`config.mk`:
```
export PLATFORM = sky130hd
export DESIGN_NAME = deser_seq_ctrl
export DESIGN_NICKNAME = d
export VERILOG_FILES = /design/src/rtl/lstm_acc_pkg.sv /design/src/rtl/ctrl_watchdog.sv /design/src/rtl/deser_seq_ctrl.sv
export SDC_FILE = /design/constraint.sdc
export NUM_CORES = 1
export LEC_CHECK = 0
export ABC_AREA = 1
export BUFFER_PORTS_ARGS = -buffer_cell sky130_fd_sc_hd__buf_2
export CAP_MARGIN = 10
export CELL_PAD_IN_SITES_DETAIL_PLACEMENT = 1
export CELL_PAD_IN_SITES_GLOBAL_PLACEMENT = 2
export CORE_MARGIN = 4
export CORE_UTILIZATION = 28
export CTS_BUF_LIST = sky130_fd_sc_hd__clkbuf_2 sky130_fd_sc_hd__clkbuf_4 sky130_fd_sc_hd__clkbuf_8
export CTS_CLUSTER_SIZE = 14
export DETAILED_ROUTE_END_ITERATION = 16
export GPL_TIMING_DRIVEN = 0
export HOLD_SLACK_MARGIN = 0.05
export PLACE_DENSITY_LB_ADDON = 0.1
export RECOVER_POWER = 100
export SETUP_SLACK_MARGIN = 0.02
export SKIP_LAST_GASP = 1
export SLEW_MARGIN = 10
export SYNTH_ARGS = -nofsm -noshare
export SYNTH_HDL_FRONTEND = slang
export SYNTH_HIERARCHICAL = 1
export SYNTH_SLANG_ARGS = --single-unit
```
`constraint.sdc`:
```
create_clock -name clk -period 2.5 [get_ports clk]
set_clock_uncertainty 0.15 [all_clocks]
set_input_delay 0.125 -clock clk [delete_from_list [all_inputs] [get_ports clk]]
set_output_delay 0.125 -clock clk [all_outputs]
set_load 0.005 [all_outputs]
```
`src/rtl/lstm_acc_pkg.sv`:
```
// rtl/lstm_acc_pkg.sv - shared types and sizing helpers for the LSTM input path
package lstm_acc_pkg;

    typedef enum logic [2:0] {
        IDLE,
        ARM,
        START,
        FEED,
        WAIT_DONE,
        HANDOFF,
        FINISH
    } seq_state_e;

    localparam int DEFAULT_FEATURES = 4;
    localparam int ELEMS_PER_STEP   = 2 * DEFAULT_FEATURES;

    // A frame carries two parallel vectors worth of elements
    function automatic int elems_for(input int features);
        return 2 * features;
    endfunction

    function automatic int cnt_width(input int n);
        return (n <= 2) ? 1 : $clog2(n);
    endfunction

endpackage

```
`src/rtl/ctrl_watchdog.sv`:
```
// rtl/ctrl_watchdog.sv - cycle watchdog for deserializer completion, built only with DESER_TIMEOUT_EN
`ifdef DESER_TIMEOUT_EN
module ctrl_watchdog #(
    parameter int LIMIT = 16
) (
    input  logic clk,
    input  logic reset,
    input  logic enable,
    input  logic clear,
    output logic expire
);
    localparam int CW = $clog2(LIMIT + 1);

    logic [CW-1:0] cnt_q;

    always_ff @(posedge clk) begin
        if (reset || clear) begin
            cnt_q <= '0;
        end else if (enable) begin
            cnt_q <= cnt_q + 1'b1;
        end
    end

    // Fires on the LIMIT-th enabled cycle so the caller can leave on that edge
    assign expire = enable && (cnt_q == CW'(LIMIT - 1));

endmodule
`endif

```
`src/rtl/deser_seq_ctrl.sv`:
```
// rtl/deser_seq_ctrl.sv - per-timestep deserializer sequencer; watchdog enabled by DESER_TIMEOUT_EN
module deser_seq_ctrl
    import lstm_acc_pkg::*;
#(
    parameter int FEATURES     = DEFAULT_FEATURES,
    parameter int ELEMENT_BITS = 8,
    parameter int STEP_W       = 8,
    parameter int TIMEOUT      = 16
) (
    input  logic                    clk,
    input  logic                    reset,
    input  logic                    seq_start,
    input  logic                    seq_abort,
    input  logic [STEP_W-1:0]       cfg_num_steps,
    output logic                    seq_busy,
    output logic                    seq_done,
    input  logic                    src_frame_avail,
    input  logic [ELEMENT_BITS-1:0] src_data,
    output logic                    src_rd_en,
    output logic                    deser_start,
    output logic [ELEMENT_BITS-1:0] deser_data,
    input  logic                    deser_done,
    output logic                    vec_valid,
    input  logic                    vec_ready,
    output logic                    vec_last,
    output logic [STEP_W-1:0]       step_idx,
    output logic                    seq_err
);
    localparam int ELEMS = elems_for(FEATURES);
    localparam int EW    = cnt_width(ELEMS);
    localparam logic [EW-1:0] ELEM_LAST = EW'(ELEMS - 1);

    seq_state_e        state_q, state_d;
    logic [STEP_W-1:0] step_q, step_d;
    logic [STEP_W-1:0] count_q, count_d;
    logic [EW-1:0]     elem_q, elem_d;
    logic              last_step;
    logic              wd_expire;

    assign last_step = (step_q == count_q - STEP_W'(1));

`ifdef DESER_TIMEOUT_EN
    logic err_q;

    ctrl_watchdog #(.LIMIT(TIMEOUT)) u_watchdog (
        .clk    (clk),
        .reset  (reset),
        .enable (state_q == WAIT_DONE && !deser_done),
        .clear  (state_q != WAIT_DONE),
        .expire (wd_expire)
    );

    always_ff @(posedge clk) begin
        if (reset) begin
            err_q <= 1'b0;
        end else if (state_q == IDLE && seq_start && !seq_abort) begin
            err_q <= 1'b0;
        end else if (wd_expire) begin
            err_q <= 1'b1;
        end
    end

    assign seq_err = err_q;
`else
    assign wd_expire = 1'b0;
    assign seq_err   = 1'b0;
`endif

    always_ff @(posedge clk) begin
        if (reset) begin
            state_q <= IDLE;
            step_q  <= '0;
            count_q <= '0;
            elem_q  <= '0;
        end else begin
            state_q <= state_d;
            step_q  <= step_d;
            count_q <= count_d;
            elem_q  <= elem_d;
        end
    end

    always_comb begin
        state_d = state_q;
        step_d  = step_q;
        count_d = count_q;
        elem_d  = elem_q;
        case (state_q)
            IDLE: begin
                if (seq_start) begin
                    count_d = cfg_num_steps;
                    step_d  = '0;
                    state_d = (cfg_num_steps == '0) ? FINISH : ARM;
                end
            end
            ARM: begin
                if (src_frame_avail) state_d = START;
            end
            START: begin
                elem_d  = '0;
                state_d = FEED;
            end
            FEED: begin
                if (elem_q == ELEM_LAST) begin
                    elem_d  = '0;
                    state_d = WAIT_DONE;
                end else begin
                    elem_d = elem_q + 1'b1;
                end
            end
            WAIT_DONE: begin
                if (deser_done) begin
                    state_d = HANDOFF;
                end else if (wd_expire) begin
                    state_d = IDLE;
                    step_d  = '0;
                end
            end
            HANDOFF: begin
                if (vec_ready) begin
                    if (last_step) begin
                        state_d = FINISH;
                    end else begin
                        step_d  = step_q + 1'b1;
                        state_d = ARM;
                    end
                end
            end
            FINISH: begin
                state_d = IDLE;
                step_d  = '0;
            end
            default: begin
                state_d = IDLE;
            end
        endcase
        // Abort outranks every transition above, including a same-cycle handshake
        if (seq_abort) begin
            state_d = IDLE;
            step_d  = '0;
            elem_d  = '0;
        end
    end

    assign seq_busy    = (state_q != IDLE);
    assign seq_done    = (state_q == FINISH);
    assign deser_start = (state_q == START);
    assign src_rd_en   = (state_q == FEED);
    assign deser_data  = src_rd_en ? src_data : '0;
    assign vec_valid   = (state_q == HANDOFF);
    assign vec_last    = vec_valid && last_step;
    assign step_idx    = step_q;

endmodule

```
**Word-level counts from Yosys, hierarchy flattened**

Index checks and enable logic that the tools add are counted.

- Equal/unequal tests: 14
- $add $sub $neg: 3
- Mux-type cells: 15
- Reductions and logical operators: 10

Operator list:

| operator | count |
|---|---|
| $mux W8 | 4 |
| $mux W3 | 8 |
| $pmux W8 S3 | 1 |
| $pmux W3 S6 | 1 |
| $eq A3 B3 Y1 const B | 4 |
| $add A8 B1 Y8 const B | 1 |
| $eq A8 B8 Y1 | 1 |
| $logic_not A8 Y1 | 1 |
| $ne A2 B2 Y1 const B | 4 |
| $sub A8 B1 Y8 const B | 1 |
| $eq A3 B2 Y1 const B | 2 |
| $pmux W3 S2 | 1 |
| $reduce_bool A3 Y1 | 2 |
| $reduce_and A5 Y1 | 1 |
| $ne A2 B1 Y1 const B | 2 |
| $reduce_and A4 Y1 | 1 |
| $add A3 B1 Y3 const B | 1 |
| $eq A3 B1 Y1 const B | 1 |
| $logic_not A3 Y1 | 1 |
| $reduce_and A2 Y1 | 1 |
| $reduce_bool A2 Y1 | 1 |
| $reduce_or A2 Y1 | 1 |
| $logic_and A1 B1 Y1 | 1 |

- Output and inout port bits: 23
- Flip-flop bits (word level): 22
- Input bits: 23

**Depth between registers and ports, before layout**

Gate-level depths: netlist (run 1).

- Depth after elaboration: 5
- Depth in mapped cells: 14
- Mapped depth without buffers: 14

**Worst setup path before layout (run 1)**

No wires, ideal clock.

- Path kind: reg-to-reg
- Start point: register count_q[0]
- End point: register step_q[2], in the netlist step_idx[2]
- Period minus slack after synthesis: 1.827 ns
- Setup slack: 0.673 ns
- Stages on the path, launching flop included: 14
- Data arrival time: 1.609 ns
- Cell sequence: dfxtp_1 inv_1 ha_1 nand2_1 inv_1 nor2_1 nand2_1 nor2_1 nand2_1 nor2_4 nand3_4 nand2_4 nand2_1 a21oi_2

- Longest elaborated chain between the ends: 4

RTL lines:

| element | RTL line | source |
|---|---|---|
| start, declared | deser_seq_ctrl.sv:35 | `logic [STEP_W-1:0] count_q, count_d;` |
| start signal, assigned | deser_seq_ctrl.sv:78 | `count_q <= count_d;` |
| $sub A8 B1 Y8 | deser_seq_ctrl.sv:40 | `assign last_step = (step_q == count_q - STEP_W'(1));` |
| $eq A8 B8 Y1 | deser_seq_ctrl.sv:40 |  |
| $ne A2 B2 Y1 (no line) | - |  |
| $reduce_and A4 Y1 (no line) | - |  |
| end signal, assigned | deser_seq_ctrl.sv:77 | `step_q <= step_d;` |
| end, declared | deser_seq_ctrl.sv:34 | `logic [STEP_W-1:0] step_q, step_d;` |

No other way between the ends.
A chain may end at the register's enable or synchronous reset.

**Worst setup path after layout (run 1)**

- Start point: register state_q[0]
- End point: register count_q[7]

- Longest elaborated chain between the ends: 2

RTL lines:

| element | RTL line | source |
|---|---|---|
| start, declared | deser_seq_ctrl.sv:33 | `seq_state_e state_q, state_d;` |
| start signal, assigned | deser_seq_ctrl.sv:76 | `state_q <= state_d;` |
| $logic_not A3 Y1 | deser_seq_ctrl.sv:88 | `case (state_q)` |
| $reduce_and A2 Y1 (no line) | - |  |

No other way between the ends.

==> results of run 1 <==
-- per-layer routing --
metal  track usage, %  wire (µm)
met3             2.28        181
met5                0          0
met4             3.07         33
met1             19.3       2380
met2             23.0       2050
-- logic make-up after synthesis --
group	after synthesis	share of synthesized area, %
compound gates	34	12.0
buf+inv	37	9.35
simple gates	135	39.9
fa+ha+maj	4	3.14
other cells	1	0.235
xor+xnor	14	7.70
flops	22	27.7
-- stage by stage --
step	instances	hold WS, ns	util, %	cell area (µm²)
floorplan	247	0.0441	-	1590
global placement	363	0.171	34.6	1900
detailed placement	363	0.172	34.6	1900
CTS	377	0.186	37.4	2060
global route	377	0.246	36.7	2020
finish	377	0.192	36.7	2020
-- area by class of cell --
class	count	area [µm²]	area share, %
sequential	22	440	21.8
tap	72	90.1	4.46
inverter	30	113	5.57
clock buffer	4	55.1	2.72
multi-input combinational	188	985	48.7
timing repair buffer	54	305	15.1
buffer	7	33.8	1.67
-- report_power, final --
part | total, W | switching, W | internal (W)
Sequential | 0.000379 | 0.0000156 | 0.000363
Combinational | 0.000206 | 0.000122 | 0.0000843
Clock | 0.000264 | 0.000123 | 0.000141
-- sequential cells by signal, indices dropped and copies added (netlist names) --
register  cells
count_q       8
step_idx      8
elem_q        3
state_q       3
-- worst paths after layout --
check | startpoint | slack [ns] | cells past startpoint | endpoint
max | state_q[0]$_SDFFE_PP0P_ | 0.23 | 9 | count_q[7]$_SDFFE_PP0P_
min | seq_start | 0.19 | 4 | count_q[4]$_SDFFE_PP0P_
max reg2reg | state_q[0]$_SDFFE_PP0P_ | 0.23 | 9 | count_q[7]$_SDFFE_PP0P_
min reg2reg | elem_q[2]$_SDFFE_PP0P_ | 0.33 | 2 | elem_q[2]$_SDFFE_PP0P_
-- placed cells by master, fill, tap and decap left out, types with 2 or more instances in the layout --
master	instances
buf_2	33
inv_2	4
o21ai_0	9
clkbuf_1	15
nand3_4	2
nand4_1	4
nand2_2	5
dfxtp_1	22
ha_1	4
nor2_1	42
xnor2_1	4
inv_1	26
nand3_1	12
nand2_1	57
nor2_2	4
dlygate4sd3_1	10
nor2_4	3
xor2_1	10
clkbuf_8	4
a21oi_1	23
clkbuf_2	2
-- repair_timing --
action / in CTS / in global routing
hold buffers: 10 / 0
endpoints found under the setup margin: 0 / 0
hold endpoints to repair: 9 / 0
-- worst max-delay path: stages (launching register included) --
cell and delay [ns]:
dfxtp_1 0.32, buf_2 0.19, nor2_1 0.10, nand2_2 0.10
inv_2 0.07, nand2_1 0.15, clkbuf_1 0.36, nand2_1 0.10
a21oi_1 0.13, dlygate4sd3_1 0.54
==> flow_metrics.py, run 1 <==
metrics = {
    "route": {
        "drt_iter0_markers": 36,
        "wl_um": 4640,
        "firstDrtPassIters": 4,
        "vias_per_cell": 4.43,
        "ant_nets": 0,
        "drc": 0,
        "wire_per_inst_um": 12.3,
        "vias": 1669,
    },
    "grt": {
        "grt_antenna_before_repair": 0,
        "grt_max_degree": 13,
        "grt_overflow": 0,
        "grt_pass1_vias": 1705,
        "grt_pass1_wl_um": 8150,
        "grt_util_all_layers_pct": 14.0,
    },
    "cts": {
        "cts.repair.resized": 0,
        "clockBufferDepth": 2,
        "clkSinkCount": 22,
        "clkLatencyLatePin_ns": 0.26,
        "cts_root_buf": "clkbuf_8",
        "cts-buffers-inserted": 3,
        "cts_tree": "built",
        "postCtsSetupBuffers": 0,
        "h-tree-depth": 1,
        "clk_pin_slew_ns": 0.09,
    },
    "setup_path": {
        "worst_setup_path_start_kind": "flip-flop",
        "critPathCaptureType": "flip-flop",
        "path_class": "reg -> reg",
        "path_max_fanout": 10,
        "crit_arrival_ns": 2.34,
        "worstPathRequired_ns": 2.56,
    },
    "sta": {
        "slew_viol_final": 0,
        "fmaxAchievable_mhz": 440,
        "finalSetupTns_ns": 0,
        "setup_viol": 0,
        "max_slew_margin_pct": 63.5,
        "worstMarginPinSlew_ns": 0.548,
        "final.setup.worst_slack_ns": 0.226,
        "rsz0062_at_grt": "no",
        "hold_viol": 0,
        "fin_crit_ns": 2.27,
        "min_period_over_period_pct": 91.0,
    },
    "yosys": {
        "synthCells": 247,
        "synth.most_common_cell": "nand2_1",
        "synth-edff-count": 0,
        "synth_area_um2": 1590,
        "synthTopCellsByCount": "nand2_1 (57), nor2_1 (41), inv_1 (25)",
        "ys_top_cells_by_area": "dfxtp_1 (28%), nand2_1 (13%), nor2_1 (9.7%)",
        "syn-num-nets": 274,
        "ys_ff_latch": 22,
        "synth_cell_types": 29,
        "yosys.area.top_type_share_pct": 27.7,
        "synth_warnings": 6,
        "synth_top_cell_by_area": "dfxtp_1",
        "yosysSeqAreaShare_pct": 27.7,
        "synthArstFlopShare_pct": 0,
        "syn_avg_cell_area_um2": 6.45,
        "ys.flop_type": "dfxtp_1",
    },
    "placement": {
        "port_buffers": 44,
        "dp_hpwl_um": 3750,
        "post-place-ws_ns": 0.393,
        "gpl.final_weighted_congestion": 0.720,
    },
    "die": {
        "die-area_um2": 6960,
        "pin_count": 46,
        "die-width_um": 83.4,
        "core_area_um2": 5510,
        "rows": 27,
        "initial_core_util_pct": 28.9,
        "die_h_um": 83.4,
    },
    "power": {
        "vdd_drop_max_uv": 151,
        "finalPower_w": 0.000849,
        "power-per-cell-area_nw_per_um2": 420,
        "leakage_nw": 0.964,
    },
    "cells_and_area": {
        "final_layout_size_suffix_gt1_share_pct": 20.0,
        "nets": 333,
        "syn_to_final_growth_pct": 26.9,
        "diodes": 0,
        "fillers": 755,
    },
    "hold_path": {
        "min_path_type": "in -> reg",
    },
    "outcome": {
        "outcome": "completed",
    },
    "job": {
        "max_cap_violations": 0,
    },
}
Note: power is estimated with default switching activity, not from simulation.
==> run 2: changes to the inputs <==
Settings changed: CAP_MARGIN 10 to default, MAX_ROUTING_LAYER from default to met4.
==> run 2 against run 1 <==
Effect of this change: final cell count unchanged; critical endpoint unchanged; critical path depth unchanged; die area unchanged; sequential cell count unchanged.
==> flow_metrics.py, run 2 (synthesis results as in run 1) <==
metrics = {
    "power": {
        "p_clk_share_pct": 31.1,
        "power.share.switching_pct": 30.7,
        "leakage_nw": 0.964,
        "power-per-cell-area_nw_per_um2": 420,
        "vdd_drop_max_uv": 151,
        "switchingPower_w": 0.000261,
        "finalPower_w": 0.000849,
        "seqPwrFrac_pct": 44.6,
        "internal_power_w": 0.000588,
        "p_comb_share_pct": 24.3,
    },
    "route": {
        "firstDrtPassIters": 4,
        "vias_per_cell": 4.43,
        "vias": 1669,
        "wl_um": 4640,
        "drt_iter0_markers": 37,
        "ant_nets": 0,
        "drc": 0,
        "wire_per_inst_um": 12.3,
    },
    "cts": {
        "clkSinkCount": 22,
        "cts.repair.resized": 0,
        "h-tree-depth": 1,
        "clk_pin_slew_ns": 0.09,
        "cts_root_buf": "clkbuf_8",
        "cts-buffers-inserted": 3,
        "cts_tree": "built",
        "clkLatencyLatePin_ns": 0.26,
        "clockBufferDepth": 2,
    },
    "die": {
        "pin_count": 46,
        "initial_core_util_pct": 28.9,
        "rows": 27,
        "core_area_um2": 5510,
        "die-width_um": 83.4,
        "die_h_um": 83.4,
        "die-area_um2": 6960,
    },
    "sta": {
        "fmaxAchievable_mhz": 440,
        "finalSetupTns_ns": 0,
        "fin_crit_ns": 2.27,
        "hold_viol": 0,
        "max_slew_margin_pct": 63.5,
        "final.setup.worst_slack_ns": 0.226,
        "setup_viol": 0,
        "slew_viol_final": 0,
        "min_period_over_period_pct": 91.0,
        "rsz0062_at_grt": "no",
        "worstMarginPinSlew_ns": 0.548,
    },
    "hold_path": {
        "min_path_type": "in -> reg",
        "min_to": "count_q[4]$_SDFFE_PP0P_",
        "hp-start": "seq_start",
        "hold_depth": 4,
    },
    "setup_path": {
        "critPathCaptureType": "flip-flop",
        "reg2reg_slack_ns": 0.23,
        "r2r_cells": 9,
        "path_max_fanout": 10,
        "crit_arrival_ns": 2.33,
        "worstPathRequired_ns": 2.56,
        "worst_setup_path_start_kind": "flip-flop",
        "reg2reg_to": "count_q[7]$_SDFFE_PP0P_",
        "path_class": "reg -> reg",
        "r2r-start": "state_q[0]$_SDFFE_PP0P_",
    },
    "outcome": {
        "outcome": "completed",
    },
    "cells_and_area": {
        "final_cell_mix": "nand2_1 (57), nor2_1 (42), buf_2 (33), inv_1 (26), a21oi_1 (23)",
        "final_layout_size_suffix_gt1_share_pct": 20.0,
        "post-route-util_pct": 36.7,
        "diodes": 0,
        "syn_to_final_growth_pct": 26.9,
        "fillers": 755,
        "nets": 333,
        "layout_commonest_cell": "nand2_1",
    },
    "grt": {
        "grt_pass1_wl_um": 8140,
        "grt_util_all_layers_pct": 14.4,
        "grt_antenna_before_repair": 0,
        "grt_pass1_vias": 1706,
        "grt_overflow": 0,
        "grt_max_degree": 13,
    },
    "placement": {
        "post-place-ws_ns": 0.393,
        "dp_hpwl_um": 3750,
        "gpl.final_weighted_congestion": 0.728,
        "port_buffers": 44,
    },
    "job": {
        "max_cap_violations": 0,
    },
}
==> run 2: cell counts in the layout (fill, tap and decap cells not counted) <==
Identical to the previous run, type by type.
==> run 2: worst max-delay path by stage <==
stage	to	cells after the start	slack (ns)	from
2_1_floorplan	step_idx[2]$_SDFFE_PP0P_	13	0.67	count_q[0]$_SDFFE_PP0P_
4_1_cts	vec_last	12	0.19	count_q[0]$_SDFFE_PP0P_
6_report	count_q[7]$_SDFFE_PP0P_	9	0.23	state_q[0]$_SDFFE_PP0P_
3_5_place_dp	step_idx[2]$_SDFFE_PP0P_	13	0.39	count_q[0]$_SDFFE_PP0P_
5_1_grt	vec_last	12	0.06	count_q[0]$_SDFFE_PP0P_
3_3_place_gp	step_idx[7]$_SDFFE_PP0P_	13	0.38	count_q[0]$_SDFFE_PP0P_
==> run 2: metrics by stage <==
stage               cell area, µm²  hold WS (ns)  instances
finish                        2020         0.192        377
global route                  2020         0.246        377
CTS                           2060         0.186        377
global placement              1900         0.171        363
detailed placement            1900         0.172        363
floorplan                     1590        0.0441        247
==> run 2: repair_timing <==
action / in CTS / in global routing
hold endpoints to repair: 9 / 0
hold buffers: 10 / 0
buffers inserted: 0 / 0
==> run 2: area by class of cell <==
class                      count  area [µm²]  area share, %
buffer                         7        33.8           1.67
inverter                      30         113           5.57
timing repair buffer          54         305           15.1
multi-input combinational    188         985           48.7
tap                           72        90.1           4.46
clock buffer                   4        55.1           2.72
sequential                    22         440           21.8
==> run 2: power by group through the flow <==
stage          logic, W  registers, W  clock network [W]
2_1_floorplan  0.000146      0.000383                  0
3_3_place_gp   0.000197      0.000387                  0
3_5_place_dp   0.000200      0.000387                  0
4_1_cts        0.000212      0.000379           0.000280
5_1_grt        0.000239      0.000382           0.000291
6_report       0.000206      0.000379           0.000264
==> run 2: critical path, stage by stage (launching register included) <==
cell           delay (ns)
dfxtp_1              0.32
buf_2                0.19
nor2_1               0.10
nand2_2              0.10
inv_2                0.07
nand2_1              0.15
clkbuf_1             0.36
nand2_1              0.10
a21oi_1              0.13
dlygate4sd3_1        0.54
==> run 2: metal layers <==
| layer | GRT usage, % | up-vias | part of all wire [%] |
|---|---|---|---|
| li1 | - | 891 | - |
| met1 | 19.3 | 738 | 51 |
| met2 | 23.0 | 36 | 44 |
| met3 | 2.28 | 4 | 3.9 |
| met4 | 3.07 | 0 | 0.67 |
| met5 | - | - | 0 |
